File: src/rtl/compressed_fetch_aligner.sv
// Fetch aligner for mixed 16/32-bit instruction streams. It takes word-aligned
// imem data and issues one instruction per accepted cycle. A 16-bit half-word
// buffer covers compressed pairs and instructions that straddle a word boundary.
module compressed_fetch_aligner #(
    parameter logic [31:0] RESET_PC = 32'h0000_0000
) (
    input  logic        clk,
    input  logic        reset_n,
    input  logic [31:0] imem_rdata,
    input  logic        imem_valid,
    input  logic        advance,
    input  logic        redirect,
    input  logic [31:0] redirect_pc,
    output logic [31:0] fetch_pc,
    output logic [31:0] instr,
    output logic [31:0] instr_pc,
    output logic        instr_valid,
    output logic        instr_compressed,
    output logic        stall_compressed
);

    localparam logic [31:0] NOP = 32'h0000_0013;

    typedef enum logic [1:0] {
        ALIGNED         = 2'd0,
        HALF_BUF        = 2'd1,
        UNALIGNED_START = 2'd2
    } state_t;

    state_t      state_q, state_d;
    logic [15:0] hbuf_q, hbuf_d;
    logic [31:0] fetch_pc_q, fetch_pc_d;
    logic [31:0] ipc_q, ipc_d;
    logic        drop_q;

    logic [31:0] c_instr;
    logic        c_issue, c_comp, c_stall;
    logic        word_ok, upd;

    // redirect_pc[0] has no meaning for a half-word aligned target
    logic unused_rpc0;
    assign unused_rpc0 = redirect_pc[0];

    // Data in the cycle after a redirect belongs to the old fetch address
    assign word_ok = imem_valid && !drop_q;
    assign upd     = advance && word_ok && !redirect;

    // Decode the current state and word into an issue candidate and next-state values
    always_comb begin
        c_instr    = NOP;
        c_issue    = 1'b0;
        c_comp     = 1'b0;
        c_stall    = 1'b0;
        state_d    = state_q;
        hbuf_d     = hbuf_q;
        fetch_pc_d = fetch_pc_q + 32'd4;
        ipc_d      = ipc_q;
        case (state_q)
            ALIGNED: begin
                if (imem_rdata[1:0] == 2'b11) begin
                    c_instr = imem_rdata;
                    c_issue = 1'b1;
                    ipc_d   = ipc_q + 32'd4;
                end else begin
                    c_instr = {16'h0, imem_rdata[15:0]};
                    c_issue = 1'b1;
                    c_comp  = 1'b1;
                    hbuf_d  = imem_rdata[31:16];
                    state_d = HALF_BUF;
                    ipc_d   = ipc_q + 32'd2;
                end
            end
            HALF_BUF: begin
                if (hbuf_q[1:0] != 2'b11) begin
                    // Buffered half is a whole instruction; the word waits a cycle
                    c_instr    = {16'h0, hbuf_q};
                    c_issue    = 1'b1;
                    c_comp     = 1'b1;
                    c_stall    = 1'b1;
                    fetch_pc_d = fetch_pc_q;
                    state_d    = ALIGNED;
                    ipc_d      = ipc_q + 32'd2;
                end else begin
                    c_instr = {imem_rdata[15:0], hbuf_q};
                    c_issue = 1'b1;
                    hbuf_d  = imem_rdata[31:16];
                    ipc_d   = ipc_q + 32'd4;
                end
            end
            UNALIGNED_START: begin
                if (imem_rdata[17:16] != 2'b11) begin
                    c_instr = {16'h0, imem_rdata[31:16]};
                    c_issue = 1'b1;
                    c_comp  = 1'b1;
                    state_d = ALIGNED;
                    ipc_d   = ipc_q + 32'd2;
                end else begin
                    // Upper half starts a 32-bit instruction; nothing to issue yet
                    hbuf_d  = imem_rdata[31:16];
                    state_d = HALF_BUF;
                end
            end
            default: begin
                state_d = ALIGNED;
            end
        endcase
    end

    // Issue outputs are qualified by reset, redirect and a usable word
    always_comb begin
        instr_valid      = reset_n && !redirect && word_ok && c_issue;
        instr            = instr_valid ? c_instr : NOP;
        instr_compressed = instr_valid && c_comp;
        stall_compressed = reset_n && !redirect && c_stall;
    end

    // Register update: reset, then redirect, then accepted-cycle advance
    always_ff @(posedge clk) begin
        if (!reset_n) begin
            state_q    <= ALIGNED;
            hbuf_q     <= 16'h0;
            fetch_pc_q <= RESET_PC & ~32'h3;
            ipc_q      <= RESET_PC & ~32'h1;
            drop_q     <= 1'b1;
        end else if (redirect) begin
            state_q    <= redirect_pc[1] ? UNALIGNED_START : ALIGNED;
            hbuf_q     <= 16'h0;
            fetch_pc_q <= {redirect_pc[31:2], 2'b00};
            ipc_q      <= {redirect_pc[31:1], 1'b0};
            drop_q     <= 1'b1;
        end else begin
            drop_q <= 1'b0;
            if (upd) begin
                state_q    <= state_d;
                hbuf_q     <= hbuf_d;
                fetch_pc_q <= fetch_pc_d;
                ipc_q      <= ipc_d;
            end
        end
    end

    assign fetch_pc = fetch_pc_q;
    assign instr_pc = ipc_q;

endmodule

File: config.mk
export PLATFORM = sky130hd
export DESIGN_NAME = compressed_fetch_aligner
export DESIGN_NICKNAME = d
export VERILOG_FILES = /design/src/rtl/compressed_fetch_aligner.sv
export SDC_FILE = /design/constraint.sdc
export NUM_CORES = 1
export LEC_CHECK = 0
export CORE_MARGIN = 2
export CORE_UTILIZATION = 48
export CTS_CLUSTER_DIAMETER = 30
export DETAILED_ROUTE_END_ITERATION = 12
export GPL_TIMING_DRIVEN = 1
export PLACE_DENSITY = 0.81
export SETUP_SLACK_MARGIN = 0.15
export SLEW_MARGIN = 20
export SYNTH_ARGS = -nofsm -noshare
export SYNTH_HDL_FRONTEND = slang
export SYNTH_SLANG_ARGS = --single-unit
File: constraint.sdc
create_clock -name clk -period 2.8 [get_ports clk]
set_clock_uncertainty 0.05 [all_clocks]
set_input_delay 0.28 -clock clk [delete_from_list [all_inputs] [get_ports clk]]
set_output_delay 0.28 -clock clk [all_outputs]
set_load 0.02 [all_outputs]
Word-level counts from Yosys, hierarchy flattened
Index checks and enable logic that the tools add are counted.
{"block": "classes", "add_sub_neg": 3, "n_eq_ne": 13, "mux": 33, "n_bitwise": 1, "reduce_logical": 22}
{"cell": "two-way mux 32 bit", "n": 12}
{"cell": "case mux 32 bit (3 select lines)", "n": 2}
{"cell": "adder 32 x 3 -> 32 bit, second input constant", "n": 2}
{"cell": "two-way mux 16 bit", "n": 4}
{"cell": "case mux 16 bit (3 select lines)", "n": 1}
{"cell": "adder 32 x 2 -> 32 bit, second input constant", "n": 1}
{"cell": "inequality test 2 bit, second input constant", "n": 6}
{"cell": "inequality test 3 bit, second input constant", "n": 4}
{"cell": "two-way mux 2 bit", "n": 5}
{"cell": "AND reduction 3 bit", "n": 3}
{"cell": "logical AND 1 bit", "n": 8}
{"cell": "two-way mux 1 bit", "n": 6}
{"cell": "case mux 2 bit (3 select lines)", "n": 1}
{"cell": "AND reduction 5 bit", "n": 1}
{"cell": "== test 2 bit, second input constant", "n": 2}
{"cell": "AND reduction 2 bit", "n": 2}
{"cell": "nonzero test 4 bit", "n": 1}
{"cell": "OR reduction 2 bit", "n": 2}
{"cell": "case mux 1 bit (3 select lines)", "n": 1}
{"cell": "nonzero test 3 bit", "n": 1}
{"cell": "== test 2 x 1 -> 1 bit, second input constant", "n": 1}
{"cell": "zero test 1 bit", "n": 2}
{"cell": "zero test 2 bit", "n": 1}
{"cell": "case mux 1 bit (2 select lines)", "n": 1}
{"cell": "other kinds (2)", "n": 2}
{"block": "totals", "ff_bits": 83, "input_bits": 69}

Longest topological paths before layout
{"block": "depth", "ltp_word": 6, "depth_mapped": 10, "ltp_nobuf": 7}

Worst setup path before layout
No wires, ideal clock.
{"block": "synth_path", "kind": "reg-to-output", "startpoint": "register state_q[0]", "endpoint": "output port instr[16]", "t_arrival_ns": 1.970, "required_time_ns": 2.470, "setup_slack_ns": 0.500, "path_stages_with_launch": 8, "path_buffers": 2, "cell_sequence": "dfxtp_1 -> inv_1 -> ha_1 -> buf_2 -> a21boi_1 -> o311ai_1 -> clkbuf_1 -> nor3b_1"}
{"block": "synth_between", "elab_chain_cells": 5, "word_cells_on_any_way": 8, "classes_between": "eq/ne (2); mux (3); reduce/logical (3)"}
{"element": "start, declared", "line_no": "30", "source": "state_t state_q, state_d;"}
{"element": "start signal, assigned", "line_no": "126", "source": "state_q <= redirect_pc[1] ? UNALIGNED_START : ALIGNED;"}
{"element": "start signal, assigned", "line_no": "134", "source": "state_q <= state_d;"}
{"element": "== test 2 x 1 -> 1 bit or zero test 2 bit (tied branches)", "line_no": "58", "source": "case (state_q)"}
{"element": "OR reduction 2 bit (no source line)"}
{"element": "case mux 1 bit (2 select lines)", "line_no": "58"}
{"element": "logical AND 1 bit", "line_no": "111", "source": "instr_valid = reset_n && !redirect && word_ok && c_issue;"}
{"element": "two-way mux 32 bit (*)", "line_no": "112", "source": "instr = instr_valid ? c_instr : NOP;"}
{"element": "end, declared", "line_no": "15", "source": "output logic [31:0] instr,"}
Every way passes the cells marked *; elsewhere a longest branch is shown, timed or not.

Worst setup path after layout
{"block": "layout_path", "startpoint": "register state_q[0]", "endpoint": "output port instr_compressed"}
{"block": "layout_between", "elab_chain_cells": 5, "word_cells_on_any_way": 8, "classes_between": "eq/ne (2); mux (2); reduce/logical (4)"}
{"element": "== test 2 x 1 -> 1 bit or zero test 2 bit (tied branches)", "line_no": "58"}
{"element": "OR reduction 2 bit (no source line)"}
{"element": "case mux 1 bit (2 select lines)", "line_no": "58"}
{"element": "logical AND 1 bit", "line_no": "111"}
{"element": "logical AND 1 bit (*)", "line_no": "113", "source": "instr_compressed = instr_valid && c_comp;"}
{"element": "end, declared", "line_no": "18", "source": "output logic instr_compressed,"}
Marked as above.

==> results.json <==
{
  "first_iter_violations": 659,
  "cts_tree": "built",
  "synth_cell_types": 88,
  "design_area_um2": 7664,
  "ir_drop_uv": 299.1,
  "io_buffers": 163,
  "setup_ws_ps": 238.5,
  "vias_per_cell": 6.552,
  "status": "finished clean",
  "grt_pass1_vias": 6431,
  "fin_nets": 933,
  "final.fill_count": 974,
  "multi_input_area_um2": 3664,
  "cts.path.max_buffers": 2,
  "syn_to_final_growth_pct": 37.76,
  "cp.required_ps": 2470,
  "grt_use_total": 0.3404,
  "ys_warn_count": 0,
  "setup_viol": 0,
  "initial_utilization": 0.4893,
  "wl_per_cell_um": 21.51,
  "hold_violations": 0,
  "place_ws_ps": -18.86,
  "hold_ws_ps": 451.9,
  "final_util": 0.6740,
  "r2r_start": "state_q[1]",
  "rr_endpoint": "instr_pc[25]",
  "grt_overflow": 0,
  "rsz0062_at_grt": "no",
  "stdcell_count": 1004,
  "min_path_type": "reg -> reg",
  "worstPathMaxFanout": 9,
  "min_path_cells": 2,
  "yosys_register_bits": 80,
  "grt_start_max_net_pins": 56,
  "insertion_delay_ps": 340,
  "gp_congestion": 0.9529,
  "syn_area_per_cell_um2": 7.958,
  "dpl-instance-area_um2": 7360,
  "route.antenna.remaining_nets": 0,
  "finalPower_mw": 3.236,
  "slew_viol_final": 0,
  "hold_start": "hbuf_q[5]",
  "finalCriticalPeriod_ps": 2561,
  "core-area_um2": 11370,
  "p_leak_nw": 2.710,
  "netlist.area_leader.share": 0.2879,
  "path_clk_slew_ps": 60,
  "num_rows": 39,
  "reg2reg_depth": 8,
  "cts_made_buffers": 9,
  "regArea_um2": 1603,
  "route.detailed.drc": 0,
  "yosys_most_used_dff": "dfxtp_1",
  "cts_num_sinks": 80,
  "maxCapViolCount": 0,
  "htreeDepth": 3,
  "layout-drive-gt1-share": 0.1034,
  "netlist_area_um2": 5563,
  "slew_headroom": 0.4667,
  "synth_area_leaders": "dfxtp_1 29%, nor2_1 5.8%, mux2i_1 3.8%",
  "worst_setup_path_end_kind": "primary output",
  "yosysSeqAreaShare": 0.2879,
  "yosysMostFrequentCell": "nor2_1",
  "die_h_um": 111.7,
  "vias": 6578,
  "diodes": 0,
  "synthArstFlopShare": 0,
  "period_share": 0.9148,
  "yosys.area.top_type": "dfxtp_1",
  "max_freq_mhz": 390.4,
  "critPathKind": "reg -> out",
  "cts-hold-fix-buffers": 0,
  "grt_antenna_before_repair": 0,
  "firstDrtPassIters": 6,
  "netlist_top_cells_count": "86 x nor2_1, 80 x dfxtp_1, 38 x a21oi_1",
  "synth_edf_count": 0,
  "grt_pass1_wl_um": 34220,
  "r2r_setup_slack_ps": 300,
  "start_kind": "register",
  "finalSetupTns_ps": 0,
  "dpl.cell_count": 986,
  "cts_root_buf": "clkbuf_16",
  "worst_pin_slew_ps": 792.6,
  "cellPowerDensity_nw_per_um2": 422.3,
  "die_w_um": 111.7,
  "wl_um": 21600,
  "syn-instance-count": 699,
  "dpl.hpwl_um": 15990,
  "dieArea_um2": 12470,
  "cp_data_arrival_time_ps": 2230,
  "whs_endpoint": "hbuf_q[5]",
  "io-pin-count": 168
}
what timing repair did:
item	in CTS	in global routing
setup endpoints to repair	34	34
pin swaps	1	1
endpoints found under the hold margin	0	0
setup buffers	2	1
gates resized for setup	43	12
cell type report:
class / count / area share
Clock buffer: 13 / 0.03527
Clock inverter: 2 / 0.004898
Inverter: 14 / 0.006857
Multi-Input combinational cell: 554 / 0.4780
Sequential cell: 80 / 0.2091
Tap cell: 143 / 0.02335
Timing Repair Buffer: 198 / 0.2424
critical path, cell delays in order, from the launching register on:
cell and delay (ps):
dfxtp_2 330, inv_1 100, ha_2 290, a21boi_2 260, o311ai_4 130, buf_4 180, buf_4 140, nor2_1 90
dlygate4sd2_1 350
placed cells by master (no fill, tap or decap), types with 16 or more instances in the layout:
cell type	count
clkdlybuf4s50_1	128
nor2_1	86
dfxtp_1	79
a21oi_1	38
nand3_1	36
o21ai_0	35
nand2_1	34
buf_4	33
dlygate4sd2_1	26
a211oi_1	23
nor3_1	23
mux2i_1	21
a22oi_1	17
a222oi_1	16
nand4_1	16
registers in the layout, indices dropped and copies added, names as in the netlist:
name	flops
drop_q	1
fetch_pc	30
hbuf_q	16
instr_pc	31
state_q	2
power by group:
group | internal (mW) | switching [mW]
combinational | 0.328 | 0.379
sequential | 1.20 | 0.104
clock | 0.759 | 0.464
total | 2.29 | 0.947
logic make-up (layout without fill, tap and decap cells):
kind of cell    Yosys count  count (layout)  synth area share
compound gates          211             211            0.2717
other cells               1               3         0.0006741
fa+ha+maj                 7               7           0.01574
xor+xnor                 18              18           0.02834
mux                      22              22           0.03981
buf+inv                  67             227           0.06095
flops                    80              80            0.2879
simple gates            293             293            0.2949
per-layer routing:
layer	share of wire	wire length [um]	global-route usage	vias up
met5	0	0	0	-
met4	0.041	895	0.1893	0
met3	0.098	2123	0.06696	67
met2	0.46	9966	0.5471	403
met1	0.40	8613	0.4288	3090
li1	-	-	-	3018
how the worst max path moves through the flow:
stage	start	endpoint	slack [ps]	cells after the start
global route	state_q[1]	instr_pc[17]	170	8
global placement	imem_valid	instr[23]	80	6
floorplan	state_q[0]	instr[16]	500	7
finish	state_q[0]	instr_compressed	240	8
CTS	state_q[0]	instr[7]	130	7
detailed placement	imem_valid	instr[23]	-20	6
Power figures use the tool's default switching activity.
